File: src/rtl/dmem_pkg.sv
// Shared types and helpers for the data-memory bridge (dmem_bridge).
// Optional timeout support is enabled by defining DMEM_TIMEOUT_EN.
package dmem_pkg;

    typedef enum logic [1:0] {
        SZ_BYTE = 2'b00,
        SZ_HALF = 2'b01,
        SZ_WORD = 2'b10
    } size_t;

    typedef enum logic [1:0] {
        IDLE   = 2'b00,
        REQ    = 2'b01,
        WAIT_R = 2'b10,
        DONE   = 2'b11
    } state_t;

    localparam logic [31:0] BUS_ERR_DATA = 32'hDEADBEEF;

    // The reserved encoding 2'b11 behaves as a word access.
    function automatic size_t decode_size(input logic [1:0] raw);
        size_t sz;
        case (raw)
            2'b00:   sz = SZ_BYTE;
            2'b01:   sz = SZ_HALF;
            default: sz = SZ_WORD;
        endcase
        return sz;
    endfunction

    function automatic logic is_misaligned(input size_t sz, input logic [1:0] off);
        logic bad;
        case (sz)
            SZ_BYTE: bad = 1'b0;
            SZ_HALF: bad = off[0];
            default: bad = |off;
        endcase
        return bad;
    endfunction

endpackage

File: src/rtl/dmem_bridge_lane.sv
// Byte-lane steering for dmem_bridge: store enables/replication and load
// lane selection with sign or zero extension.
module dmem_lane
    import dmem_pkg::*;
(
    input  size_t       size,
    input  logic        sgn,
    input  logic [1:0]  off,
    input  logic [31:0] wdata,
    input  logic [31:0] rword,
    output logic [3:0]  be,
    output logic [31:0] wdata_rep,
    output logic [31:0] rdata_ext
);

    logic [7:0]  byte_s;
    logic [15:0] half_s;

    // Pick the addressed byte and half-word out of the returned word.
    always_comb begin
        case (off)
            2'b00:   byte_s = rword[7:0];
            2'b01:   byte_s = rword[15:8];
            2'b10:   byte_s = rword[23:16];
            default: byte_s = rword[31:24];
        endcase
        if (off[1]) begin
            half_s = rword[31:16];
        end else begin
            half_s = rword[15:0];
        end
    end

    // Size-dependent enables, store replication and load extension.
    always_comb begin
        be        = 4'b1111;
        wdata_rep = wdata;
        rdata_ext = rword;
        case (size)
            SZ_BYTE: begin
                be        = 4'b0001 << off;
                wdata_rep = {4{wdata[7:0]}};
                rdata_ext = {{24{sgn & byte_s[7]}}, byte_s};
            end
            SZ_HALF: begin
                be        = 4'b0011 << off;
                wdata_rep = {2{wdata[15:0]}};
                rdata_ext = {{16{sgn & half_s[15]}}, half_s};
            end
            default: begin
                be        = 4'b1111;
                wdata_rep = wdata;
                rdata_ext = rword;
            end
        endcase
    end

endmodule

File: src/rtl/dmem_bridge.sv
// Data-memory bridge between the single-cycle datapath and a handshaked bus.
// Define DMEM_TIMEOUT_EN to abort stuck accesses after TIMEOUT_CYCLES.
module dmem_bridge
    import dmem_pkg::*;
#(
    parameter int          TIMEOUT_CYCLES = 64,
    parameter logic [31:0] RST_RDATA      = 32'h0
) (
    input  logic        clk,
    input  logic        reset,
    input  logic        req_read,
    input  logic        req_write,
    input  logic [1:0]  req_size,
    input  logic        req_signed,
    input  logic [31:0] addr,
    input  logic [31:0] wdata,
    output logic [31:0] rdata,
    output logic        stall,
    output logic        misalign,
    output logic        bus_err,
    output logic        mem_valid,
    input  logic        mem_ready,
    output logic        mem_we,
    output logic [3:0]  mem_be,
    output logic [31:0] mem_addr,
    output logic [31:0] mem_wdata,
    input  logic        mem_rvalid,
    input  logic [31:0] mem_rdata
);

    state_t      state_q, state_d;
    logic        mem_valid_q, mem_valid_d, mem_we_q, mem_we_d;
    logic [3:0]  mem_be_q, mem_be_d;
    logic [31:0] mem_addr_q, mem_addr_d, mem_wdata_q, mem_wdata_d;
    logic [31:0] rdata_q, rdata_d;
    size_t       size_q, size_d;
    logic        sgn_q, sgn_d;
    logic [1:0]  off_q, off_d;

    logic        req_s, mis_s;
    size_t       req_size_s, lane_size_s;
    logic        lane_sgn_s;
    logic [1:0]  lane_off_s;
    logic [3:0]  lane_be_s;
    logic [31:0] lane_wdata_s, lane_rdata_s;

    assign req_s      = req_read | req_write;
    assign req_size_s = decode_size(req_size);
    assign mis_s      = is_misaligned(req_size_s, addr[1:0]);
    assign stall      = req_s & ~mis_s & (state_q != DONE);
    assign misalign   = req_s & mis_s & (state_q == IDLE);

    assign rdata     = rdata_q;
    assign mem_valid = mem_valid_q;
    assign mem_we    = mem_we_q;
    assign mem_be    = mem_be_q;
    assign mem_addr  = mem_addr_q;
    assign mem_wdata = mem_wdata_q;

    // Lanes follow the live request in IDLE and the captured one afterwards.
    always_comb begin
        if (state_q == IDLE) begin
            lane_size_s = req_size_s;
            lane_sgn_s  = req_signed;
            lane_off_s  = addr[1:0];
        end else begin
            lane_size_s = size_q;
            lane_sgn_s  = sgn_q;
            lane_off_s  = off_q;
        end
    end

    dmem_lane u_lane (
        .size      (lane_size_s),
        .sgn       (lane_sgn_s),
        .off       (lane_off_s),
        .wdata     (wdata),
        .rword     (mem_rdata),
        .be        (lane_be_s),
        .wdata_rep (lane_wdata_s),
        .rdata_ext (lane_rdata_s)
    );

`ifdef DMEM_TIMEOUT_EN
    localparam int TMO_W = ($clog2(TIMEOUT_CYCLES + 1) > 8) ? $clog2(TIMEOUT_CYCLES + 1) : 8;
    logic [TMO_W-1:0] tmo_q, tmo_d;
    logic             bus_err_q, bus_err_d, tmo_hit_s;
    assign tmo_hit_s = (tmo_q == TMO_W'(TIMEOUT_CYCLES - 1));
    assign bus_err   = bus_err_q;
`else
    logic [31:0] unused_tmo_s;
    assign unused_tmo_s = 32'(TIMEOUT_CYCLES);
    assign bus_err      = 1'b0;
`endif

    // Access sequencing: issue, handshake, optional read wait, one free cycle.
    always_comb begin
        state_d     = state_q;
        mem_valid_d = mem_valid_q;
        mem_we_d    = mem_we_q;
        mem_be_d    = mem_be_q;
        mem_addr_d  = mem_addr_q;
        mem_wdata_d = mem_wdata_q;
        rdata_d     = rdata_q;
        size_d      = size_q;
        sgn_d       = sgn_q;
        off_d       = off_q;
`ifdef DMEM_TIMEOUT_EN
        tmo_d       = tmo_q + TMO_W'(1);
        bus_err_d   = 1'b0;
`endif
        case (state_q)
            IDLE: begin
                if (req_s && !mis_s) begin
                    state_d     = REQ;
                    mem_valid_d = 1'b1;
                    mem_we_d    = req_write;
                    mem_be_d    = lane_be_s;
                    mem_addr_d  = {addr[31:2], 2'b00};
                    mem_wdata_d = lane_wdata_s;
                    size_d      = req_size_s;
                    sgn_d       = req_signed;
                    off_d       = addr[1:0];
`ifdef DMEM_TIMEOUT_EN
                    tmo_d       = TMO_W'(0);
`endif
                end else if (req_s) begin
                    rdata_d = RST_RDATA;
                end else begin
                    state_d = IDLE;
                end
            end
            REQ: begin
                if (mem_ready) begin
                    mem_valid_d = 1'b0;
`ifdef DMEM_TIMEOUT_EN
                    tmo_d       = TMO_W'(0);
`endif
                    if (mem_we_q) begin
                        state_d = DONE;
                    end else if (mem_rvalid) begin
                        rdata_d = lane_rdata_s;
                        state_d = DONE;
                    end else begin
                        state_d = WAIT_R;
                    end
                end else begin
`ifdef DMEM_TIMEOUT_EN
                    if (tmo_hit_s) begin
                        mem_valid_d = 1'b0;
                        bus_err_d   = 1'b1;
                        state_d     = DONE;
                        if (!mem_we_q) begin
                            rdata_d = BUS_ERR_DATA;
                        end else begin
                            rdata_d = rdata_q;
                        end
                    end else begin
                        state_d = REQ;
                    end
`else
                    state_d = REQ;
`endif
                end
            end
            WAIT_R: begin
                if (mem_rvalid) begin
                    rdata_d = lane_rdata_s;
                    state_d = DONE;
                end else begin
`ifdef DMEM_TIMEOUT_EN
                    if (tmo_hit_s) begin
                        bus_err_d = 1'b1;
                        rdata_d   = BUS_ERR_DATA;
                        state_d   = DONE;
                    end else begin
                        state_d = WAIT_R;
                    end
`else
                    state_d = WAIT_R;
`endif
                end
            end
            DONE:    state_d = IDLE;
            default: state_d = IDLE;
        endcase
    end

    // State and output registers; reset aborts any access in flight.
    always_ff @(posedge clk or negedge reset) begin
        if (!reset) begin
            state_q     <= IDLE;
            mem_valid_q <= 1'b0;
            mem_we_q    <= 1'b0;
            mem_be_q    <= 4'b0000;
            mem_addr_q  <= 32'h0;
            mem_wdata_q <= 32'h0;
            rdata_q     <= RST_RDATA;
            size_q      <= SZ_BYTE;
            sgn_q       <= 1'b0;
            off_q       <= 2'b00;
`ifdef DMEM_TIMEOUT_EN
            tmo_q       <= TMO_W'(0);
            bus_err_q   <= 1'b0;
`endif
        end else begin
            state_q     <= state_d;
            mem_valid_q <= mem_valid_d;
            mem_we_q    <= mem_we_d;
            mem_be_q    <= mem_be_d;
            mem_addr_q  <= mem_addr_d;
            mem_wdata_q <= mem_wdata_d;
            rdata_q     <= rdata_d;
            size_q      <= size_d;
            sgn_q       <= sgn_d;
            off_q       <= off_d;
`ifdef DMEM_TIMEOUT_EN
            tmo_q       <= tmo_d;
            bus_err_q   <= bus_err_d;
`endif
        end
    end

endmodule

File: config.mk
export PLATFORM = sky130hd
export DESIGN_NAME = dmem_bridge
export DESIGN_NICKNAME = d
export VERILOG_FILES = /design/src/rtl/dmem_pkg.sv /design/src/rtl/dmem_bridge_lane.sv /design/src/rtl/dmem_bridge.sv
export SDC_FILE = /design/constraint.sdc
export NUM_CORES = 1
export LEC_CHECK = 0
export ABC_AREA = 1
export BUFFER_PORTS_ARGS = -buffer_cell sky130_fd_sc_hd__buf_2
export CORE_UTILIZATION = 40
export CTS_CLUSTER_DIAMETER = 40
export DETAILED_ROUTE_END_ITERATION = 6
export PLACE_DENSITY_LB_ADDON = 0.05
export SYNTH_ARGS = -nofsm -noshare
export SYNTH_HDL_FRONTEND = slang
export SYNTH_SLANG_ARGS = --single-unit
File: constraint.sdc
create_clock -name clk -period 1.6 [get_ports clk]
set_input_delay 0 -clock clk [delete_from_list [all_inputs] [get_ports clk]]
set_output_delay 0 -clock clk [all_outputs]
set_load 0.02 [all_outputs]
Yosys cells after proc, flatten, opt, wreduce, memory -nomap -nowiden

Index checks and enable logic that the tools add are counted.

Equal/unequal tests: 15
Shift operators: 2
Muxes and demuxes: 25
Bitwise operators: 8
Reduce and logical (&&, ||, !) cells: 13

Operators by type and width:

| operator                                             | number |
|---|---|
| two-way mux 32 bit                                   | 5 |
| case mux 32 bit (2 select lines)                     | 2 |
| case mux 32 bit (3 select lines)                     | 1 |
| case mux 8 bit (3 select lines)                      | 1 |
| two-way mux 16 bit                                   | 1 |
| equality test 2 x 1 -> 1 bit (second input constant) | 5 |
| logical NOT 2 bit                                    | 5 |
| two-way mux 2 bit                                    | 5 |
| != test 2 bit (second input constant)                | 5 |
| case mux 2 bit (4 select lines)                      | 1 |
| case mux 4 bit (2 select lines)                      | 1 |
| bitwise AND 1 bit                                    | 6 |
| equality test 2 bit (second input constant)          | 3 |
| two-way mux 1 bit                                    | 5 |
| AND reduction 5 bit                                  | 1 |
| case mux 1 bit (2 select lines)                      | 2 |
| case mux 2 bit (2 select lines)                      | 1 |
| left shift 1 x 2 -> 4 bit (first input constant)     | 1 |
| left shift 2 x 2 -> 4 bit (first input constant)     | 1 |
| != test 3 x 2 -> 1 bit (second input constant)       | 1 |
| AND reduction 3 bit                                  | 1 |
| nonzero test 3 bit                                   | 1 |
| != test 2 x 1 -> 1 bit (second input constant)       | 1 |
| AND reduction 2 bit                                  | 1 |
| other kinds (6)                                      | 6 |

Register bits after elaboration: 107
Input bits: 105
Output and inout bits: 105

Longest topological paths before layout

Gate-level depths: netlist (run 1).

Depth after elaboration: 10
Gate-level depth with buffers: 13
Depth with buffers taken out: 12

By module

A second synthesis (run 1) with hierarchy kept.

Cells, all modules: 825
Area, all modules: 5,855.6 um^2

By module, submodules not included:

| module      | instances | cells an instance | area an instance (um^2) | sequential area each (um^2) |
|---|---|---|---|---|
| dmem_bridge | 1         | 586               | 4,702.0                 | 2,677.6 |
| dmem_lane   | 1         | 239               | 1,153.6                 | 0.0 |

Least setup slack after synthesis (run 1)

OpenSTA, ideal clock, no wires.

Kind: register to register
Start: register state_q[0]
End: register rdata_q[21], in the netlist rdata[21]
Setup time: 0.116 ns
Arrival time: 1.702 ns
Data required time: 1.484 ns
Path slack: -0.218 ns
Cell stages (with the launch flop): 13
Path through: dfrtp_1 > inv_1 > ha_1 > buf_6 > o21ai_4 > nor2_8 > nand2_1 > inv_2 > nand3_4 > nand2_4 > buf_6 > nand2_1 > nand2_1

Word-level cells in the longest chain between the ends: 10
Elaborated cells on any way between the ends: 26

Ends and longest elaborated chain:

| what                                              | line                                   | RTL |
|---|---|---|
| start: declaration                                | dmem_bridge.sv:31                      | `state_t state_q, state_d;` |
| start signal: assignment                          | dmem_bridge.sv:207                     | `state_q <= state_d;` |
| logical NOT 2 bit                                 | dmem_bridge.sv:62, dmem_bridge.sv:112  |  |
| two-way mux 2 bit                                 | dmem_bridge.sv:62                      | `if (state_q == IDLE) begin` |
| equality test 2 bit, or another cell as far along | dmem_bridge_lane.sv:21                 | `case (off)` |
| case mux 8 bit (3 select lines)                   | dmem_bridge_lane.sv:21                 |  |
| bitwise AND 1 bit                                 | dmem_bridge_lane.sv:43                 | `rdata_ext = {{24{sgn & byte_s[7]}}, byte_s};` |
| case mux 32 bit (2 select lines)                  | dmem_bridge_lane.sv:39                 | `case (size)` |
| two-way mux 32 bit                                | dmem_bridge.sv:141, dmem_bridge.sv:167 |  |
| two-way mux 32 bit                                | dmem_bridge.sv:139                     | `if (mem_we_q) begin` |
| two-way mux 32 bit                                | dmem_bridge.sv:134                     | `if (mem_ready) begin` |
| case mux 32 bit (3 select lines)                  | dmem_bridge.sv:112                     | `case (state_q)` |
| end signal: assignment                            | dmem_bridge.sv:213                     | `rdata_q <= rdata_d;` |
| end: declaration                                  | dmem_bridge.sv:35                      | `logic [31:0] rdata_q, rdata_d;` |

Several ways; a longest one is shown, not always the timed one. The select of a mux whose other input is x is not followed.
A chain may end at the register's enable or synchronous reset.

Final worst setup path (run 1)

Start: register state_q[0]
End: register mem_wdata_q[11], in the netlist mem_wdata[11]

Word-level cells in the longest chain between the ends: 4
Elaborated cells on any way between the ends: 6

Ends and longest elaborated chain:

| what                                                              | line                                  | RTL |
|---|---|---|
| logical NOT 2 bit (*)                                             | dmem_bridge.sv:62, dmem_bridge.sv:112 |  |
| two-way mux 2 bit                                                 | dmem_bridge.sv:62                     |  |
| equality test 2 x 1 -> 1 bit or logical NOT 2 bit (tied branches) | dmem_bridge_lane.sv:39                |  |
| case mux 32 bit (2 select lines)                                  | dmem_bridge_lane.sv:39                |  |
| end signal: assignment                                            | dmem_bridge.sv:212                    | `mem_wdata_q <= mem_wdata_d;` |
| end: declaration                                                  | dmem_bridge.sv:34                     | `logic [31:0] mem_addr_q, mem_addr_d, mem_wdata_q, mem_wdata_d;` |

Every way passes the cells marked *; elsewhere a longest branch is shown, timed or not.

==> summary by stage, run 1 <==
STA
Setup violations remaining at the end of the flow were counted as about 100. The number of endpoints with negative hold slack in the final report was 0. The final critical-path required period is about 1.9 ns. The number of max-slew violations in the final report came to 0.

The sum of negative setup slack is -18.09 ns. Setup repair after global routing could not meet its margin everywhere. The final clock period utilization by the worst path is 1.16.

Across all setup checks in the final design, the least slack found is -0.260 ns. Derived from the worst setup path, the maximum achievable clock frequency is 538 MHz. Across the routed clock network, the largest skew measured is 0.0109 ns.

Synth
In the post-synthesis netlist, the biggest area contributors are dfrtp_1 49%, nand2_1 26%, nor2_1 7.9%. In this run, synthesis inferred 0 flip-flops with an integrated enable. The commonest cells after synthesis are 374 x nand2_1, 115 x nor2_1, 107 x dfrtp_1. The synthesized area divided by synthesized cell count is slightly above 7 um^2.

The most common cell in the netlist is nand2_1. The library cell occupying the most area in the post-synthesis netlist is dfrtp_1. The flop and latch count out of synthesis is approximately 110.

The sequential element share of the synthesized area is 0.487. The async set or reset register ratio after synthesis is 1.00. The top cell type's share of synthesized area is 0.487. The most common flop cell mapped by yosys is dfrtp_1. The Yosys step of the flow raised 0 warnings. The number of distinct library cells after synthesis is 30. The synthesized netlist cell count is between 700 and 800. The post-synthesis cell area is roughly 5500 um^2.

Global routing
The number of antenna violations at the first check in global routing was 0. The total global routing track utilization is 0.269. The number of global-route vias before repair is 6009.

The global-route wire length before repair is about 30000 um. For this run the aggregate overflow at the end of global routing stands at 0. Entering global routing, the biggest net connects 35 pins.

Pwr
Dividing total power by cell area gives a power density of 2030 nW/um^2. The share of total power in combinational logic is 0.657. The switching share of power is 0.467. In this run the power spent charging and discharging nets is 0.00921 W. The worst-case IR drop observed on VDD is about 0.96 mV. The analysis attributes to cell leakage a power of ~5.2 nW. The internal portion of the total power is roughly 0.011 W.

Of the total power, registers draw 0.235. The clock share of power is 0.108.

Critical path
The number of cell instances on the worst register-to-register path is 11. The critical path data arrival time is between 2 and 2.5 ns. The path length in cells of the critical path is 11. The cell with the biggest individual delay on the critical path is dfrtp_1. The first element of the critical path is state_q[0]. The worst setup path endpoint is mem_wdata[11].

The flop-to-flop setup slack is -0.26 ns. In this design, the largest share of critical-path delay is due to buffers and inverters. At the worst endpoint, the required time is 1.88 ns. The start of the worst register-to-register path is state_q[0]. The worst stage delay on the critical path is about 0.42 ns. The kind of capture point of the worst setup path is a register.

The maximum net fanout on the critical path is 8. The kind of critical path is reg2reg. The worst register-to-register path ends at mem_wdata[11]. The number of buffers and inverters on the critical path is 6. The critical path startpoint category is a register.

The signal on the critical path passes through inv_2 > ha_4 > inv_8 > nor2_4 > nand2_4 > buf_6 > clkinv_8 > buf_12 > clkbuf_16 > nor2_2 > a31oi_1.

Cells and area
The register area is 2680 um^2. The number of antenna cells inserted is 0. The synthesis-to-layout area growth is 77.0%. In the final layout, the share of cells above drive strength 1 is 0.435. The area used by multi-input combinational logic is 3260 um^2. The number of standard cells in the final layout excluding fillers is ~1.3k. The fill cell total of the finished layout is approximately 1.0k.

The number of nets in the layout is 1241.

Routing
After detailed routing, the number of vias per cell comes to approximately 4.8. The routed length per placed instance is ~16 um. The post-detailed-route DRC marker count is 0. Before antenna repair, the detailed router went through 7 iterations.

Once detail routing completed, the nets flagged for antenna violations numbered 0. The detailed router's first-iteration violation count is 384. The number of vias in the routed layout is 6352. The final wirelength is 20400 um.

Clock network
The clock network latency to the later pin of the worst-skew pair is 0.36 ns. Clock-pin slew was measured on the worst setup and hold paths at about 0.08 ns. The number of levels in the clock H-tree is 3. The CTS buffer count is 9.

The maximum clock path buffer count is 2. Clock tree synthesis found a total of around 110 sinks. TritonCTS built the clock tree. In this run the clock root is driven by a clkbuf_16.

Placed design
The number of buffer cells added on primary ports is 206. Once detailed placement completed, the half-perimeter wirelength came to approximately 12000 um. The worst slack after detailed placement is -0.213 ns. In this run, placement finished with an instance count of 1182. The global placer's final weighted congestion is a little under 0.9.

Status
The flow ran to the end, but the final reports show violations. The checks that failed: negative setup slack.

Floorplan
The starting density of the core is 0.412. The vertical die dimension is between 100 and 150 um. The core region is roughly 13000 um^2. 210 I/O pins were placed. The width of the chip is 119 um. In this run the core area contains 42 standard-cell rows. The die area is around 14000 um^2.

Min path
The class of the tightest hold or removal check is in2reg.

Job
The max-capacitance violation count is 0.
-- worst min-delay path: stages --
cell     delay [ns]
buf_2          0.10
nor2_1         0.04
nor2_1         0.09
nand2_1        0.06
nand2_1        0.04
-- per-stage QoR --
| stage | util | power, W | area, um^2 | hold slack [ns] |
|---|---|---|---|---|
| final | 0.729 | 0.0197 | 9730 | 0.00327 |
| after global routing | 0.729 | 0.0210 | 9730 | 0.0318 |
| after CTS | 0.668 | 0.0176 | 8920 | 0.00368 |
| after detailed placement | 0.538 | 0.0137 | 7180 | -0.0140 |
| after global placement | 0.538 | 0.0136 | 7180 | -0.0145 |
| after floorplan | - | 0.0102 | 5570 | -0.296 |
-- registers in the layout, indices dropped and copies added, names as in the netlist, named ones only --
name,count
mem_be,4
sgn_q,1
mem_we,1
rdata,32
mem_addr,30
size_q,2
off_q,2
state_q,1
mem_wdata,32
mem_valid,1
-- routing by layer --
layer / up-vias / wire length (um) / global-route usage / share of wire
li1: 3101 / - / - / -
met1: 2985 / 9070 / 0.378 / 0.45
met2: 231 / 9570 / 0.430 / 0.47
met3: 35 / 1260 / 0.0330 / 0.062
met4: 0 / 469 / 0.0847 / 0.023
met5: - / 0 / 0 / 0
-- layout by cell type, fill, tap and decap left out, drive strengths merged, types with 12 or more instances in the layout --
master	count
inv	54
clkbuf	18
nand3	12
a21oi	17
a31oi	28
dlygate4sd3	72
nor2	116
dfrtp	107
nand2	379
buf	299
-- final cells by class --
| class | instances | share of cell area |
|---|---|---|
| inverters | 54 | 0.0229 |
| clock buffers | 11 | 0.0249 |
| multi-input cells | 582 | 0.335 |
| well taps | 176 | 0.0226 |
| clock inverters | 4 | 0.00334 |
| repair buffers | 378 | 0.316 |
| flip-flops and latches | 107 | 0.275 |
-- cells by family after synthesis --
kind of cell / share of synthesized area
flip-flops: 0.487
other: 0.000682
adder cells (fa/ha/maj): 0.00910
AND/OR/NAND/NOR: 0.368
AO/OA/AOI/OAI: 0.0660
buffers and inverters: 0.0694
-- worst min-delay path by stage --
stage	startpoint	end	depth (start not counted)
after floorplan	reset	asynchronous set/reset pin	0
after CTS	mem_rdata[13]	rdata[13]	5
after global placement	reset	mem_wdata[0]	1
after global routing	mem_rdata[13]	rdata[13]	5
final	mem_rdata[13]	rdata[13]	5
after detailed placement	reset	mem_wdata[0]	1
-- power groups by stage --
stage / sequential (W) / clock [W] / combinational [W]
after floorplan: 0.00573 / 0 / 0.00448
after detailed placement: 0.00444 / 0 / 0.00923
after global routing: 0.00477 / 0.00228 / 0.0140
after CTS: 0.00447 / 0.00216 / 0.0110
after global placement: 0.00444 / 0 / 0.00919
final: 0.00464 / 0.00213 / 0.0129
-- repair_timing --
item / in CTS / in global routing
buffers inserted: 25 / 8
hold buffers: 72 / 0
endpoints found under the hold margin: 177 / 0
resized for setup: 95 / 178
pin swaps: 20 / 55
setup endpoints to repair: 104 / 107
gates cloned: 9 / 8
Power figures use the tool's default switching activity.
==> inputs of run 2 (changes only) <==
--- a/config.mk
+++ b/config.mk
@@ -9,8 +9,10 @@
 export BUFFER_PORTS_ARGS = -buffer_cell sky130_fd_sc_hd__buf_2
 export CORE_UTILIZATION = 40
 export CTS_CLUSTER_DIAMETER = 40
+export CTS_CLUSTER_SIZE = 28
 export DETAILED_ROUTE_END_ITERATION = 6
 export PLACE_DENSITY_LB_ADDON = 0.05
 export SYNTH_ARGS = -nofsm -noshare
 export SYNTH_HDL_FRONTEND = slang
+export SYNTH_HIERARCHICAL = 1
 export SYNTH_SLANG_ARGS = --single-unit
==> constraint.sdc (replaced) <==
create_clock -name clk -period 2.1 [get_ports clk]
set_input_delay 0 -clock clk [delete_from_list [all_inputs] [get_ports clk]]
set_output_delay 0 -clock clk [all_outputs]
set_load 0.02 [all_outputs]
==> run 2 against run 1 <==
Against the previous run:
- the flow now finishes without violations
- worst setup slack better by 0.40 ns
- highest routed layer unchanged
- via count fell by 5.0%
- global-route usage is 3.9 points lower
- critical path depth increased by 3
- register-to-register slack better by 0.40 ns
- fmax is 5.2% lower
- hold slack improved by 0.0099 ns
==> summary by stage, run 2 <==
Clock network
The CTS clock-pin slew for the worst setup and hold paths is around 0.07 ns. In this run the clock root is driven by a clkbuf_16. The clock network latency to the later pin of the worst-skew pair is around 0.36 ns.

TritonCTS built the clock tree. The CTS buffer count is 9. CTS built an H-tree with a depth of 3.

For this design, the sink count on the clock tree is between 100 and 150. The maximum clock path buffer count is 2.

Floorplan
The starting density of the core is 0.415. The number of primary I/O pins is 210. In this run the core area contains 43 standard-cell rows. The core area is roughly 14000 um^2. The width of the chip is between 100 and 150 um. The die covers around 15000 um^2.

The vertical die dimension is between 100 and 150 um.

Min path
The path with the worst hold slack has its endpoint at size_q[0]. The class of the tightest hold or removal check is in2reg. The source of the worst hold timing path is req_size[0].

The worst hold path stage count is 5.

Cells and area
In the layout the commonest cells are 451 x nand2_1, 205 x buf_2, 107 x dfrtp_1, 64 x inv_1, 60 x dlygate4sd3_1. The repair_antennas step left the layout with diodes totalling 0. The core occupancy in the finished layout is 0.585. The number of nets in the layout is about 1.2k. Counting the fill cells in the layout gives 1381.

Leaving out fill and tap cells, the most frequent cell in the layout is nand2_1. The fraction of final layout cells sized beyond drive strength 1 is 0.273. Relative to the synthesized area, the layout overhead comes to 40.8%.

Synth
The synthesized netlist cell count is between 800 and 900. The sequential element share of the synthesized area is 0.457. The synthesized design contains 0 enable-type register cells. Ranked by total cell area, the synthesized netlist is headed by dfrtp_1 46%, nand2_1 29%, nand3_1 5.2%.

The post-synthesis cell area is between 5000 and 6000 um^2. nand2_1 is the most common cell in the netlist. The top cell type's share of synthesized area is 0.457. The biggest area contributor in the post-synthesis netlist is dfrtp_1.

Counting flops and latches in the post-synthesis netlist gives 107. A synthesized cell averages between 7 and 8 um^2. During synthesis, Yosys emitted a total of 6 warnings. Ranked by instance count, the synthesized netlist is headed by 452 x nand2_1, 107 x dfrtp_1, 66 x inv_1. For this run, asynchronously set or reset flops after synthesis account for 1.00.

The number of distinct library cells after synthesis is 27. The most common flop cell mapped by yosys is dfrtp_1.

Pwr
For this design the static power due to leakage is between 5 and 6 nW. Total power for the finished layout comes to approximately 0.013 W. The cell area power density is about 1600 nW/um^2. The worst-case IR drop observed on VDD is ~0.68 mV.

Routing
In the routed layout, each cell is associated on average with a via count of ~4.7. For this run, design rule violations remaining after detail routing come to 0. The number of vias in the routed layout is 6037. The detailed router's first-iteration violation count is 301.

For this block, the routed nets add up to 17500 um of wire. In the final routed layout, each cell accounts on average for 13.7 um. The number of nets with antenna violations after routing is 0. The detailed-routing iteration count for the pre-antenna-repair pass is 5.

Placed design
OpenSTA, run right after detailed placement, puts the worst setup slack at roughly 0.021 ns. The congestion estimate from routability-driven global placement came to about 0.82. The HPWL after detailed placement is around 12000 um. The number of buffer cells added on primary ports is between 200 and 250.

Job
Across the run, the number of max-cap violations was 0.

STA
The number of endpoints with negative hold slack in the final report was 0. The maximum frequency from static timing analysis is about 500 MHz. The number of max-slew violations in the final report is 0. The worst clock skew is between 0.007 and 0.008 ns. Setup slack on the critical path of the routed design comes to 0.139 ns. The final clock period utilization by the worst path is 0.934. The transition time of the tightest slew-check pin is between 0.6 and 0.7 ns. Setup repair after global routing could not meet its margin everywhere. The final critical-path required period is 1.96 ns.

The sum of negative setup slack is 0 ns. Setup violations remaining at the end of the flow were counted as 0. In this run the tightest slew margin relative to its limit is 0.586.

Status
The run finished with clean final reports.

Critical path
Of all nets on the critical path, the largest fanout is 8. The endpoint identified for the worst register-to-register timing path is rdata[29]. The critical path is of the reg2reg type. Data on the critical path arrives at its endpoint at about 2.3 ns. STA classifies the critical path startpoint as a register.

The kind of capture point of the worst setup path is a register. The number of cell instances on the worst register-to-register path is 14. For flop-to-flop paths, the worst setup slack is around 0.14 ns. The required time reported for the critical path endpoint is roughly 2.4 ns.

Global routing
The number of global-route vias before repair was 5578. The global-route wire length before repair is 26900 um. The number of antenna violations at the first check in global routing was 0. Summed over all layers, the global routing overflow is 0.

The total global routing track utilization is 0.230. Entering global routing, the biggest net connects 51 pins.
## run 2: cell types whose count changed in the layout (fill, tap and decap cells not counted), sizes merged, moves of 8 or more
| cell | change |
|---|---|
| nor2 | -104 |
| nand2 | +76 |
| nand3 | +51 |
| buf | -49 |
| a31oi | -28 |
| inv | +19 |
| o21ai | +16 |
| o211ai | +13 |
| dlygate4sd3 | -12 |
| a21oi | -8 |
## run 2: stage by stage
| step | area [um^2] | hold WS [ns] | instances |
|---|---|---|---|
| floorplan | 5860 | -0.296 | 827 |
| global placement | 7130 | 0.0593 | 1196 |
| detailed placement | 7130 | 0.0521 | 1196 |
| CTS | 8040 | 0.00515 | 1272 |
| global route | 8240 | 0.0460 | 1280 |
| finish | 8240 | 0.0132 | 1280 |
## run 2: metal layers
metal | share of wire | routed length (um) | up-vias | global-route usage
li1 | - | - | 3051 | -
met1 | 0.43 | 7570 | 2797 | 0.290
met2 | 0.50 | 8720 | 171 | 0.391
met3 | 0.052 | 915 | 18 | 0.0424
met4 | 0.016 | 284 | 0 | 0.0866
met5 | 0 | 0 | - | 0
## run 2: kinds of logic (layout without fill, tap and decap cells)
logic type | Yosys count | in the layout | synth area share
and+or+nand+nor | 534 | 535 | 0.368
buffers and inverters | 127 | 399 | 0.112
DFF | 107 | 107 | 0.457
AOI/OAI and AO/OA | 51 | 51 | 0.0517
adders and majority gates | 5 | 5 | 0.0107
other | 1 | 3 | 0.000640
## run 2: worst max-delay path, stage by stage, from the launching register on
cell and delay [ns]:
dfrtp_1 0.39, inv_2 0.08, ha_4 0.16, buf_4 0.13, nand2_1 0.05, o21ai_1 0.07, buf_4 0.18, nand2_4 0.08
inv_6 0.08, nand4_4 0.25, nand3_2 0.15, nand2_1 0.06, inv_1 0.06, nand3_1 0.07, nand2_1 0.08
## run 2: worst max path at each step
stage	start	end	slack [ns]	cells past startpoint
floorplan	state_q[0]	rdata[30]	0.002	15
global placement	state_q[0]	rdata[13]	0.06	16
detailed placement	state_q[0]	rdata[27]	0.02	16
CTS	state_q[0]	rdata[28]	0.01	14
global route	register	rdata[0]	-0.03	14
finish	register	rdata[29]	0.14	14
## run 2: final cells by class
type | count | area, um^2 | share of cell area
Sequential cell | 107 | 2680 | 0.325
Multi-Input combinational cell | 594 | 2650 | 0.322
Timing Repair Buffer | 311 | 2100 | 0.255
Inverter | 72 | 283 | 0.0343
Clock buffer | 11 | 243 | 0.0294
Tap cell | 180 | 225 | 0.0273
Clock inverter | 5 | 61.3 | 0.00744
## run 2: timing repair
item,CTS,global route
resized for setup,1,30
setup buffers,0,6
hold buffers,60,0
endpoints found under the setup margin,7,32
pin swaps,0,7
gates cloned,0,2
endpoints found under the hold margin,104,0
## run 2: report_power, final
group,switching [W],internal (W),total [W]
clock network,0.000799,0.000966,0.00176
registers,0.000506,0.00303,0.00353
logic,0.00490,0.00286,0.00777
